## src/rtl/q_mult.sv

```systemverilog
// -----------------------------------------------------------------------------
// q_mult -- two-stage pipelined sign-magnitude fixed-point multiplier.
//
// Operands and result share one format: bit N-1 is the sign and bits N-2:0
// are the magnitude with Q fractional bits. The value is
// (-1)^sign * magnitude / 2^Q.
// The product magnitude is truncated toward zero. overflow flags a product
// magnitude that does not fit in N-1 bits.
// The pipeline accepts one operation per cycle and applies no backpressure.
//
// Optional build macro:
//   QMULT_SATURATE_EN - when this macro is defined, an overflowing magnitude
//                       saturates to all ones. When it is undefined, the
//                       magnitude is the truncated slice.
//
// Parameters:
//   N  total word width including the sign bit (N >= 2)
//   Q  fractional bits (0 <= Q <= N-1)
//
// Ports:
//   clk        rising-edge clock
//   rst_n      synchronous active-low reset; clears every register
//   in_valid   a/b are valid this cycle
//   a, b       operands (sign-magnitude, N bits)
//   out_valid  q_result/overflow are valid (2 cycles after input)
//   q_result   product, same format as the operands
//   overflow   product magnitude did not fit in N-1 bits
//
// The outputs hold their last value while out_valid is low.
// -----------------------------------------------------------------------------
module q_mult #(
  parameter int N = 4,
  parameter int Q = 2
) (
  input  logic         clk,
  input  logic         rst_n,
  input  logic         in_valid,
  input  logic [N-1:0] a,
  input  logic [N-1:0] b,
  output logic         out_valid,
  output logic [N-1:0] q_result,
  output logic         overflow
);

  // Magnitude width.
  localparam int M = N - 1;

  // Stage 1 operand registers.
  logic [N-1:0] a_q, a_d;
  logic [N-1:0] b_q, b_d;
  logic         v1_q, v1_d;

  // Stage 2 result registers.
  logic [N-1:0] res_q, res_d;
  logic         ovf_q, ovf_d;
  logic         vo_q, vo_d;

  // Datapath between the two stages.
  logic [2*M-1:0] prod_s;
  logic [2*M-1:0] prod_hi_s;
  logic [M-1:0]   mag_trunc_s;
  logic [M-1:0]   mag_s;
  logic           ovf_s;
  logic           sign_s;

  // Stage 1 next state: capture the operands only when they are valid.
  always_comb begin
    a_d  = a_q;
    b_d  = b_q;
    v1_d = in_valid;
    if (in_valid) begin
      a_d = a;
      b_d = b;
    end else begin
      a_d = a_q;
      b_d = b_q;
    end
  end

  // Magnitude multiply, Q-aligned slice, overflow detection and sign resolution.
  always_comb begin
    prod_s      = {{M{1'b0}}, a_q[M-1:0]} * {{M{1'b0}}, b_q[M-1:0]};
    // Bits above Q+M-1 cannot be represented. When Q == M, the shift clears
    // everything, so overflow is never raised in that case.
    prod_hi_s   = prod_s >> (Q + M);
    ovf_s       = |prod_hi_s;
    mag_trunc_s = prod_s[Q+M-1:Q];
`ifdef QMULT_SATURATE_EN
    if (ovf_s) begin
      mag_s = {M{1'b1}};
    end else begin
      mag_s = mag_trunc_s;
    end
`else
    mag_s = mag_trunc_s;
`endif
    // A zero magnitude always gets a positive sign, so negative zero is never produced.
    sign_s = (a_q[N-1] ^ b_q[N-1]) & (|mag_s);
  end

  // Stage 2 next state: load the result on a valid stage-1 slot, otherwise hold.
  always_comb begin
    res_d = res_q;
    ovf_d = ovf_q;
    vo_d  = v1_q;
    if (v1_q) begin
      res_d = {sign_s, mag_s};
      ovf_d = ovf_s;
    end else begin
      res_d = res_q;
      ovf_d = ovf_q;
    end
  end

  // Pipeline registers with synchronous active-low reset; reset drops in-flight work.
  always_ff @(posedge clk) begin
    if (!rst_n) begin
      a_q   <= '0;
      b_q   <= '0;
      v1_q  <= 1'b0;
      res_q <= '0;
      ovf_q <= 1'b0;
      vo_q  <= 1'b0;
    end else begin
      a_q   <= a_d;
      b_q   <= b_d;
      v1_q  <= v1_d;
      res_q <= res_d;
      ovf_q <= ovf_d;
      vo_q  <= vo_d;
    end
  end

  assign out_valid = vo_q;
  assign q_result  = res_q;
  assign overflow  = ovf_q;

endmodule

```

## config.mk

```make
export PLATFORM = sky130hd
export DESIGN_NAME = q_mult
export DESIGN_NICKNAME = d
export VERILOG_FILES = /design/src/rtl/q_mult.sv
export SDC_FILE = /design/constraint.sdc
export NUM_CORES = 1
export LEC_CHECK = 0
export CAP_MARGIN = 30
export CORE_MARGIN = 2
export CORE_UTILIZATION = 25
export CTS_CLUSTER_SIZE = 20
export DETAILED_ROUTE_END_ITERATION = 10
export SLEW_MARGIN = 10
export SYNTH_ARGS = -nofsm -noshare
export SYNTH_HDL_FRONTEND = slang
export SYNTH_SLANG_ARGS = --single-unit
export TNS_END_PERCENT = 10
```

## constraint.sdc

```tcl
create_clock -name clk -period 2.9 [get_ports clk]
set_input_delay 0.87 -clock clk [delete_from_list [all_inputs] [get_ports clk]]
set_output_delay 0.87 -clock clk [all_outputs]
set_load 0.03 [all_outputs]
```

==> results.cfg, run 1 <==
[status]
status = complete, no violations

[global_routing]
grt_first_pass_wirelength_mm = 2.104
grtUsageTotal_pct = 8.384
grt_max_degree = 16
antenna_found_initial = 0
grt_pass1_vias = 522
grt-ovfl-total = 0

[min_path]
hold_path_startpoint = q_result[1]
hold_path_depth = 1
hold_end = q_result[1]
hold_path_class = register to register

[timing]
clock_skew_ns = 0.004483
tightest_slew_ns = 0.4978
grt_setup_unrepaired = no
post-route-min-period_ns = 2.217
max_freq_ghz = 0.4511
maxSlewViolCount = 0
hold_violations = 0
post-route-worst-setup-slack_ns = 0.6831
fin_setup_tns_ns = 0
relSlewSlack_pct = 66.71
setup_viol = 0
finalCritPeriodShare_pct = 76.44

[drt]
wl_mm = 1.233
drt-vias-per-instance = 4.397
first_pass_iters = 2
via_count = 510
drtIter0Drc = 1
drc = 0
final_antenna_net_count = 0
wl_per_cell_um = 10.63

[critical_path]
cpMostUsedCell = fa_1
cp_max_fo = 3
cp_top_family = adder cells
path_cells = and2_1 > fa_1 > ha_1 > inv_1 > fa_1 > xnor2_1 > nor3b_1 > o21ai_1
worst_path_largest_cell_delay_ns = 0.54
cp-startpoint = a_q[0]
slowest_stage = fa_1
r2r-start = a_q[0]
required_ns = 3.08
rr_worst_depth = 8
ff2ff_setup_slack_ns = 0.68
worstSetupPathDepth = 8
crit_type = register to register
r2r-end = q_result[3]
cp.arrival_ns = 2.39
worst_setup_path_start_kind = register
cp_num_buf_inv = 1
crit_path_end_kind = register

[power_and_ir_drop]
power_density_nw_per_um2 = 424.0
seqPwrFrac_pct = 56.9
p_int_uw = 301.0
ir_worst_vdd_uv = 291.2
pwr-share-comb_pct = 13.6
clock_power_share_pct = 29.5
leakage_uw = 0.0004006
swShare_pct = 23.34
p_switching_uw = 91.61

[clock_network]
ctsResizeCount = 0
cts_hold_buf = 0
cts_made_buffers = 3
h-tree-depth = 1
clk_path_buf_depth = 2
cts_setup_buffers = 0
clock_latency_ns = 0.28
tritoncts = built
root_buffer = clkbuf_4
clock_sinks = 15
path_clk_slew_ns = 0.09

[floorplan]
fp.dieH_um = 57.93
io_pins = 17
die_w_um = 57.93
num_rows = 19
coreArea_sq_um = 2758
initial_core_util_pct = 26.36
die_area_sq_um = 3355

[yosys]
netlist_area_sq_um = 726.9
syn_avg_cell_area_sq_um = 10.69
yosysWarnings = 0
yosysSeqAreaShare_pct = 41.31
ys_ff_latch = 15
synth_cell_types = 20
netlist_instances = 68
syn-num-nets = 85

[placed_design]
post-dp-hpwl_um = 971
place_congestion = 0.6282
dp_slack_ns = 0.6845
portBuffers = 16

[finish]
finalNetCount = 103
area_delta_synth_final_pct = 27.37
seq_area_sq_um = 300.3
antenna_cells = 0
multi_input_area_sq_um = 389.1
drive_gt1_share_pct = 4.706
nFillCells = 291

[run]
cap_violations = 0
-- power groups by stage --
stage	clock, uW	sequential (uW)	combinational, uW
2_1_floorplan	0	231	29.3
3_3_place_gp	0	228	53.2
3_5_place_dp	0	228	53.8
4_1_cts	122	224	54.2
5_1_grt	130	225	58.6
6_report	116	223	53.3
-- logic make-up after synthesis --
logic type	count (synthesis)	synth area share, %
and+or+nand+nor	23	19.80
DFF	15	41.31
muxes	10	13.77
AOI/OAI and AO/OA	6	5.164
buffers and inverters	6	5.163
adders and majority gates	6	12.39
xor gates and xnor gates	2	2.410
-- per-stage QoR --
step / power [uW] / util, % / hold WS, ns / instances / instance area (sq um)
2_1_floorplan: 259.9 / - / 0.4883 / 68 / 726.9
3_3_place_gp: 281.3 / 32.62 / 0.4641 / 112 / 899.6
3_5_place_dp: 282.1 / 32.62 / 0.4767 / 112 / 899.6
4_1_cts: 399.8 / 33.58 / 0.4972 / 116 / 925.9
5_1_grt: 413.5 / 33.58 / 0.5180 / 116 / 925.9
6_report: 392.6 / 33.58 / 0.4877 / 116 / 925.9
-- area by class of cell --
cell class                 instances  area share (%)
clock buffer                       4           2.838
sequential                        15           32.43
multi-input combinational         47           42.03
tap                               31           4.189
timing repair buffer              16           17.30
inverter                           3           1.216
-- registers in the layout, indices dropped and copies added (netlist names) --
name / count
v1_q: 1
b_q: 4
q_result: 4
out_valid: 1
overflow: 1
a_q: 4
-- cells in the mapped netlist --
library cell  instances  area, sq um
dfxtp_1              15        300.3
mux2i_1              10        100.1
nor2b_1              10        62.56
and2_1                7        43.79
ha_1                  4        50.05
inv_1                 3        11.26
a21oi_1               2        10.01
buf_4                 2        15.01
fa_1                  2        40.04
nand2_1               2        7.510
o21ai_1               2        10.01
a21o_1                1        7.510
and2_4                1        8.760
and3_1                1        6.260
buf_6                 1        11.26
nand3b_1              1        7.510
nor3b_1               1        7.510
o211a_1               1        10.01
xnor2_1               1        8.760
xor2_1                1        8.760
-- placed cells by master (no fill, tap or decap) --
cell type	n
nand2_1	2
xor2_1	1
ha_1	4
nor3b_1	1
a21oi_1	2
xnor2_1	1
dfxtp_1	15
clkbuf_4	3
o21ai_1	2
mux2i_1	10
clkbuf_1	1
and2_4	1
inv_1	3
nand3b_1	1
nor2b_1	10
a21o_1	1
clkdlybuf4s50_1	16
o211a_1	1
and3_1	1
fa_1	2
and2_1	7
-- metal layers --
metal | vias up | global-route usage, % | share of wire (%)
met3 | 4 | 1.339 | 3.6
met4 | 0 | 5.980 | 2.2
li1 | 257 | - | -
met5 | - | 0 | 0
met1 | 238 | 10.15 | 47
met2 | 11 | 13.47 | 47
-- worst max path at each step --
stage	end	slack, ns
2_1_floorplan	q_result[3]	0.78
3_3_place_gp	q_result[3]	0.72
3_5_place_dp	q_result[3]	0.68
4_1_cts	q_result[3]	0.66
5_1_grt	q_result[3]	0.52
6_report	q_result[3]	0.68
No activity file was read; power rests on OpenSTA's default activity.
==> inputs of run 2 (changes only) <==
==> constraint.sdc (replaced) <==
create_clock -name clk -period 2.2 [get_ports clk]
set_input_delay 0.66 -clock clk [delete_from_list [all_inputs] [get_ports clk]]
set_output_delay 0.66 -clock clk [all_outputs]
set_load 0.03 [all_outputs]
==> run 2 against run 1 <==
Net effect: first-iteration DRC count rose to 3.0 times the previous value; flip-flop and latch count unchanged; design area up 6.2%; total power up 35%; maximum frequency up 3.8%; core utilization up 2.1 points.
==> results.cfg, run 2 (synthesis gave the netlist of run 1 again) <==
[finish]
fin_area_sq_um = 983.4
drive_gt1_share_pct = 16.67
nFillCells = 280
area_delta_synth_final_pct = 35.28
finalNetCount = 108
final_common_cell = clkdlybuf4s50_1
antenna_cells = 0
finalNonFillerCells = 121
utilization_pct = 35.66
final_cell_mix = 16 x clkdlybuf4s50_1, 13 x dfxtp_1, 10 x mux2i_1, 10 x nor2b_1, 7 x and2_1

[power_and_ir_drop]
power_density_nw_per_um2 = 538.6
ir_worst_vdd_uv = 352.3
finalPower_uw = 529.7
leakage_uw = 0.0004371

[critical_path]
cp.arrival_ns = 2.32
rr_worst_depth = 7
crit_type = register to register
worst_setup_path_start_kind = register
required_ns = 2.38
r2r-start = a_q[2]
crit_path_end_kind = register
cp_max_fo = 4
r2r-end = q_result[3]
ff2ff_setup_slack_ns = 0.06

[global_routing]
grtUsageTotal_pct = 8.542
grt_pass1_vias = 520
gr-max-usage-layer = met2
use_met1_pct = 10.74
grt-ovfl-total = 0
grt_first_pass_wirelength_mm = 2.152
grt_util_met3_pct = 1.339
antenna_found_initial = 0
grt_max_degree = 10
grt_use_met2_pct = 12.82

[timing]
hold_violations = 0
relSlewSlack_pct = 67.11
post-route-min-period_ns = 2.136
tightest_slew_ns = 0.4918
maxSlewViolCount = 0
max_freq_ghz = 0.4681
setup_viol = 0
finalCritPeriodShare_pct = 97.10
clock_skew_ns = 0.003389

[min_path]
hold_end = q_result[3]
hold_path_depth = 2
hold_path_class = register to register
hold_path_startpoint = q_result[3]

[floorplan]
die_w_um = 57.93
num_rows = 19
io_pins = 17
fp.dieH_um = 57.93
initial_core_util_pct = 26.36
coreArea_sq_um = 2758
die_area_sq_um = 3355

[clock_network]
clock_sinks = 15
path_clk_slew_ns = 0.09
clk_path_buf_depth = 2
cts_made_buffers = 3
h-tree-depth = 1
clock_latency_ns = 0.28
root_buffer = clkbuf_4
tritoncts = built
cts_hold_buf = 0

[drt]
wl_mm = 1.294
wl_per_cell_um = 10.69
first_pass_iters = 4
drt-vias-per-instance = 4.281
drtIter0Drc = 3
via_count = 518
final_antenna_net_count = 0
drc = 0

[status]
status = complete, no violations

[placed_design]
dpl.cell_count = 116
post-dp-hpwl_mm = 1.010
placed_area_sq_um = 929.6
portBuffers = 16
place_congestion = 0.6332

[run]
cap_violations = 0
-- run 2: changes by cell type in the layout (fill, tap and decap cells not counted) --
cell	change
ha_1	-1
ha_2	+1
dfxtp_1	-2
fa_2	+1
fa_1	-1
dfxtp_2	+2
nor3b_1	-1
xnor2_1	-1
nor3b_2	+1
xnor2_2	+1
buf_4	+5
-- run 2: report_power, final --
part	leakage, uW	switching [uW]	total (uW)	internal [uW]
combinational	0.000298	31.0	78.6	47.6
sequential	0.000124	9.10	294	285
clock	0.0000150	86.5	157	70.5
-- run 2: area by class of cell --
| type | count | area, sq um | area share [%] |
|---|---|---|---|
| repair buffers | 21 | 197.7 | 20.10 |
| clock buffers | 4 | 26.28 | 2.672 |
| well taps | 31 | 38.79 | 3.944 |
| inverters | 3 | 11.26 | 1.145 |
| flip-flops and latches | 15 | 302.8 | 30.79 |
| multi-input cells | 47 | 406.6 | 41.35 |
-- run 2: repair_timing --
item                                    in CTS  in global routing
buffers inserted                             0                  1
endpoints found under the setup margin       1                  2
gates resized for setup                      4                  2
pin swaps                                    1                  3
-- run 2: metrics by stage --
| stage | TNS, ns | hold WS (ns) | setup WS (ns) |
|---|---|---|---|
| 4_1_cts | 0 | 0.4938 | 0.006135 |
| 6_report | 0 | 0.4912 | 0.06382 |
| 3_5_place_dp | -0.04213 | 0.4789 | -0.04213 |
| 5_1_grt | -0.001674 | 0.5117 | -0.001674 |
| 2_1_floorplan | 0 | 0.4883 | 0.08122 |
| 3_3_place_gp | 0 | 0.4645 | 0.03056 |
-- run 2: layer usage --
| metal | share of wire [%] | routed length, um |
|---|---|---|
| met1 | 47 | 612 |
| met2 | 47 | 604 |
| met3 | 3.6 | 47 |
| met4 | 2.2 | 29 |
| met5 | 0 | 0 |
-- run 2: worst max path at each step --
stage / startpoint / end / slack (ns) / depth (start not counted)
floorplan: a_q[0] / q_result[3] / 0.08 / 8
global placement: a_q[0] / q_result[3] / 0.03 / 8
detailed placement: a_q[0] / q_result[3] / -0.04 / 8
CTS: a_q[0] / q_result[3] / 0.006 / 7
global route: a_q[2] / q_result[3] / -0.002 / 7
finish: a_q[2] / q_result[3] / 0.06 / 7
-- run 2: worst max-delay path, stage by stage (launching register included) --
cell     delay [ns]
dfxtp_2        0.34
and2_1         0.17
fa_1           0.54
ha_2           0.18
inv_1          0.05
fa_2           0.53
nor3b_2        0.15
o21ai_1        0.08
==> inputs of run 3 (changes only) <==
--- a/config.mk
+++ b/config.mk
@@ -6,7 +6,6 @@
 export NUM_CORES = 1
 export LEC_CHECK = 0
 export CAP_MARGIN = 30
-export CORE_MARGIN = 2
 export CORE_UTILIZATION = 25
 export CTS_CLUSTER_SIZE = 20
 export DETAILED_ROUTE_END_ITERATION = 10
==> run 3 against run 2 <==
Net effect: global-route usage rose by 0.51 points; critical endpoint unchanged; core utilization rose by 0.54 points; clock power barely moved; largest cell class unchanged; sequential power barely moved; largest power group unchanged; register-to-register slack barely moved; highest routed layer unchanged.
==> results.cfg, run 3 (synthesis gave the netlist of run 1 again) <==
[drt]
wl_mm = 1.331
via_count = 522
drtIter0Drc = 2
wl_per_cell_um = 10.91
drc = 0
first_pass_iters = 4
drt-vias-per-instance = 4.279
final_antenna_net_count = 0

[floorplan]
coreArea_sq_um = 2758
die_area_sq_um = 3128
die_w_um = 55.93
fp.dieH_um = 55.93
num_rows = 19
initial_core_util_pct = 26.36
io_pins = 17

[global_routing]
gr-max-usage-layer = met2
grt_util_met3_pct = 1.395
grt_first_pass_wirelength_mm = 2.166
use_met1_pct = 10.74
grt_use_met2_pct = 15.49
grtUsageTotal_pct = 9.055
antenna_found_initial = 0
grt_pass1_vias = 517
grt_max_degree = 10
grt-ovfl-total = 0

[clock_network]
clock_sinks = 15
root_buffer = clkbuf_4
tritoncts = built
h-tree-depth = 1
cts_hold_buf = 0
clock_latency_ns = 0.28
cts_made_buffers = 3
path_clk_slew_ns = 0.09
clk_path_buf_depth = 2

[power_and_ir_drop]
seqPwrFrac_pct = 55.0
power_density_nw_per_um2 = 534.8
swShare_pct = 24.45
ir_worst_vdd_uv = 331.6
leakage_uw = 0.0004480
clock_power_share_pct = 29.3
p_int_uw = 403.5
p_switching_uw = 130.5
pwr-share-comb_pct = 15.7

[run]
cap_violations = 0

[finish]
multi_input_area_sq_um = 411.6
fin_area_sq_um = 998.5
area_delta_synth_final_pct = 37.35
nFillCells = 279
antenna_cells = 0
final_common_cell = clkdlybuf4s50_1
final_cell_mix = 16 x clkdlybuf4s50_1, 12 x dfxtp_1, 10 x mux2i_1, 10 x nor2b_1, 6 x buf_4
seq_area_sq_um = 304.0
utilization_pct = 36.21
drive_gt1_share_pct = 21.98
finalNetCount = 109

[critical_path]
ff2ff_setup_slack_ns = 0.08
r2r-end = q_result[3]
crit_type = register to register
slowest_stage = fa_1
worst_path_largest_cell_delay_ns = 0.55
required_ns = 2.38
cp.arrival_ns = 2.30
cp_top_family = adder cells
cp_num_buf_inv = 1
crit_path_end_kind = register
rr_worst_depth = 7
worst_setup_path_start_kind = register
r2r-start = a_q[2]
path_cells = and2_4 > fa_1 > ha_2 > inv_1 > fa_2 > nor3b_2 > o21ai_1
cp_max_fo = 2

[placed_design]
placed_area_sq_um = 937.1
place_congestion = 0.6918
portBuffers = 16
post-dp-hpwl_mm = 1.024

[status]
status = complete, no violations

[timing]
setup_viol = 0
tightest_slew_ns = 0.5151
finalCritPeriodShare_pct = 96.43
max_freq_ghz = 0.4714
maxSlewViolCount = 0
hold_violations = 0
clock_skew_ns = 0.004317
grt_setup_unrepaired = no
relSlewSlack_pct = 65.55
post-route-min-period_ns = 2.121

[min_path]
hold_path_startpoint = q_result[1]
hold_path_depth = 1
hold_path_class = register to register
hold_end = q_result[1]
==> run 3: changes by cell type in the layout (fill, tap and decap cells not counted) <==
cell      previous run  this run
clkbuf_1             1         0
and2_1               7         5
dfxtp_1             13        12
dfxtp_2              2         3
buf_4                5         6
and2_4               1         3
clkinv_2             0         1
==> run 3: cell type report <==
cell class,count,share of cell area (%)
Clock inverter,1,0.5013
Multi-Input combinational cell,47,41.23
Clock buffer,3,2.256
Tap cell,31,3.885
Timing Repair Buffer,22,20.55
Inverter,3,1.128
Sequential cell,15,30.45
==> run 3: worst max path at each step <==
stage | cells after the start | startpoint | slack [ns] | to
floorplan | 8 | a_q[0] | 0.08 | q_result[3]
global placement | 8 | a_q[0] | 0.04 | q_result[3]
detailed placement | 8 | a_q[0] | -0.04 | q_result[3]
CTS | 8 | a_q[0] | 0.03 | q_result[3]
global route | 7 | a_q[2] | 0.004 | q_result[3]
finish | 7 | a_q[2] | 0.08 | q_result[3]
==> run 3: repair_timing <==
action                     CTS  global route
pin swaps                    2             4
setup buffers                0             1
resized for setup            4             5
cloned                       0             0
setup endpoints to repair    2             1
==> run 3: power by group through the flow <==
| stage | logic, uW | clock network, uW | registers, uW |
|---|---|---|---|
| after global routing | 91.6 | 173 | 296 |
| after detailed placement | 80.4 | 0 | 299 |
| after floorplan | 38.7 | 0 | 304 |
| after global placement | 79.2 | 0 | 299 |
| final | 83.9 | 156 | 294 |
| after CTS | 82.6 | 164 | 293 |
==> run 3: worst register-to-register path, cell delays in order, from the launching register on <==
cell     delay [ns]
dfxtp_2        0.33
and2_4         0.15
fa_1           0.55
ha_2           0.18
inv_1          0.05
fa_2           0.52
nor3b_2        0.16
o21ai_1        0.07
==> run 3: through the flow <==
| step | std cells | hold slack, ns | setup WS, ns | TNS [ns] | total power, uW |
|---|---|---|---|---|---|
| floorplan | 68 | 0.4883 | 0.08122 | 0 | 342.6 |
| finish | 122 | 0.4948 | 0.07861 | 0 | 534.0 |
| global route | 122 | 0.5273 | 0.003601 | 0 | 560.0 |
| detailed placement | 117 | 0.4769 | -0.03552 | -0.03552 | 379.9 |
| global placement | 117 | 0.4644 | 0.03738 | 0 | 378.5 |
| CTS | 121 | 0.5023 | 0.02535 | 0 | 540.1 |
==> run 3: metal layers <==
metal | vias up | share of wire (%)
li1 | 271 | -
met1 | 239 | 44
met2 | 10 | 50
met3 | 2 | 4.0
met4 | 0 | 1.2
met5 | - | 0
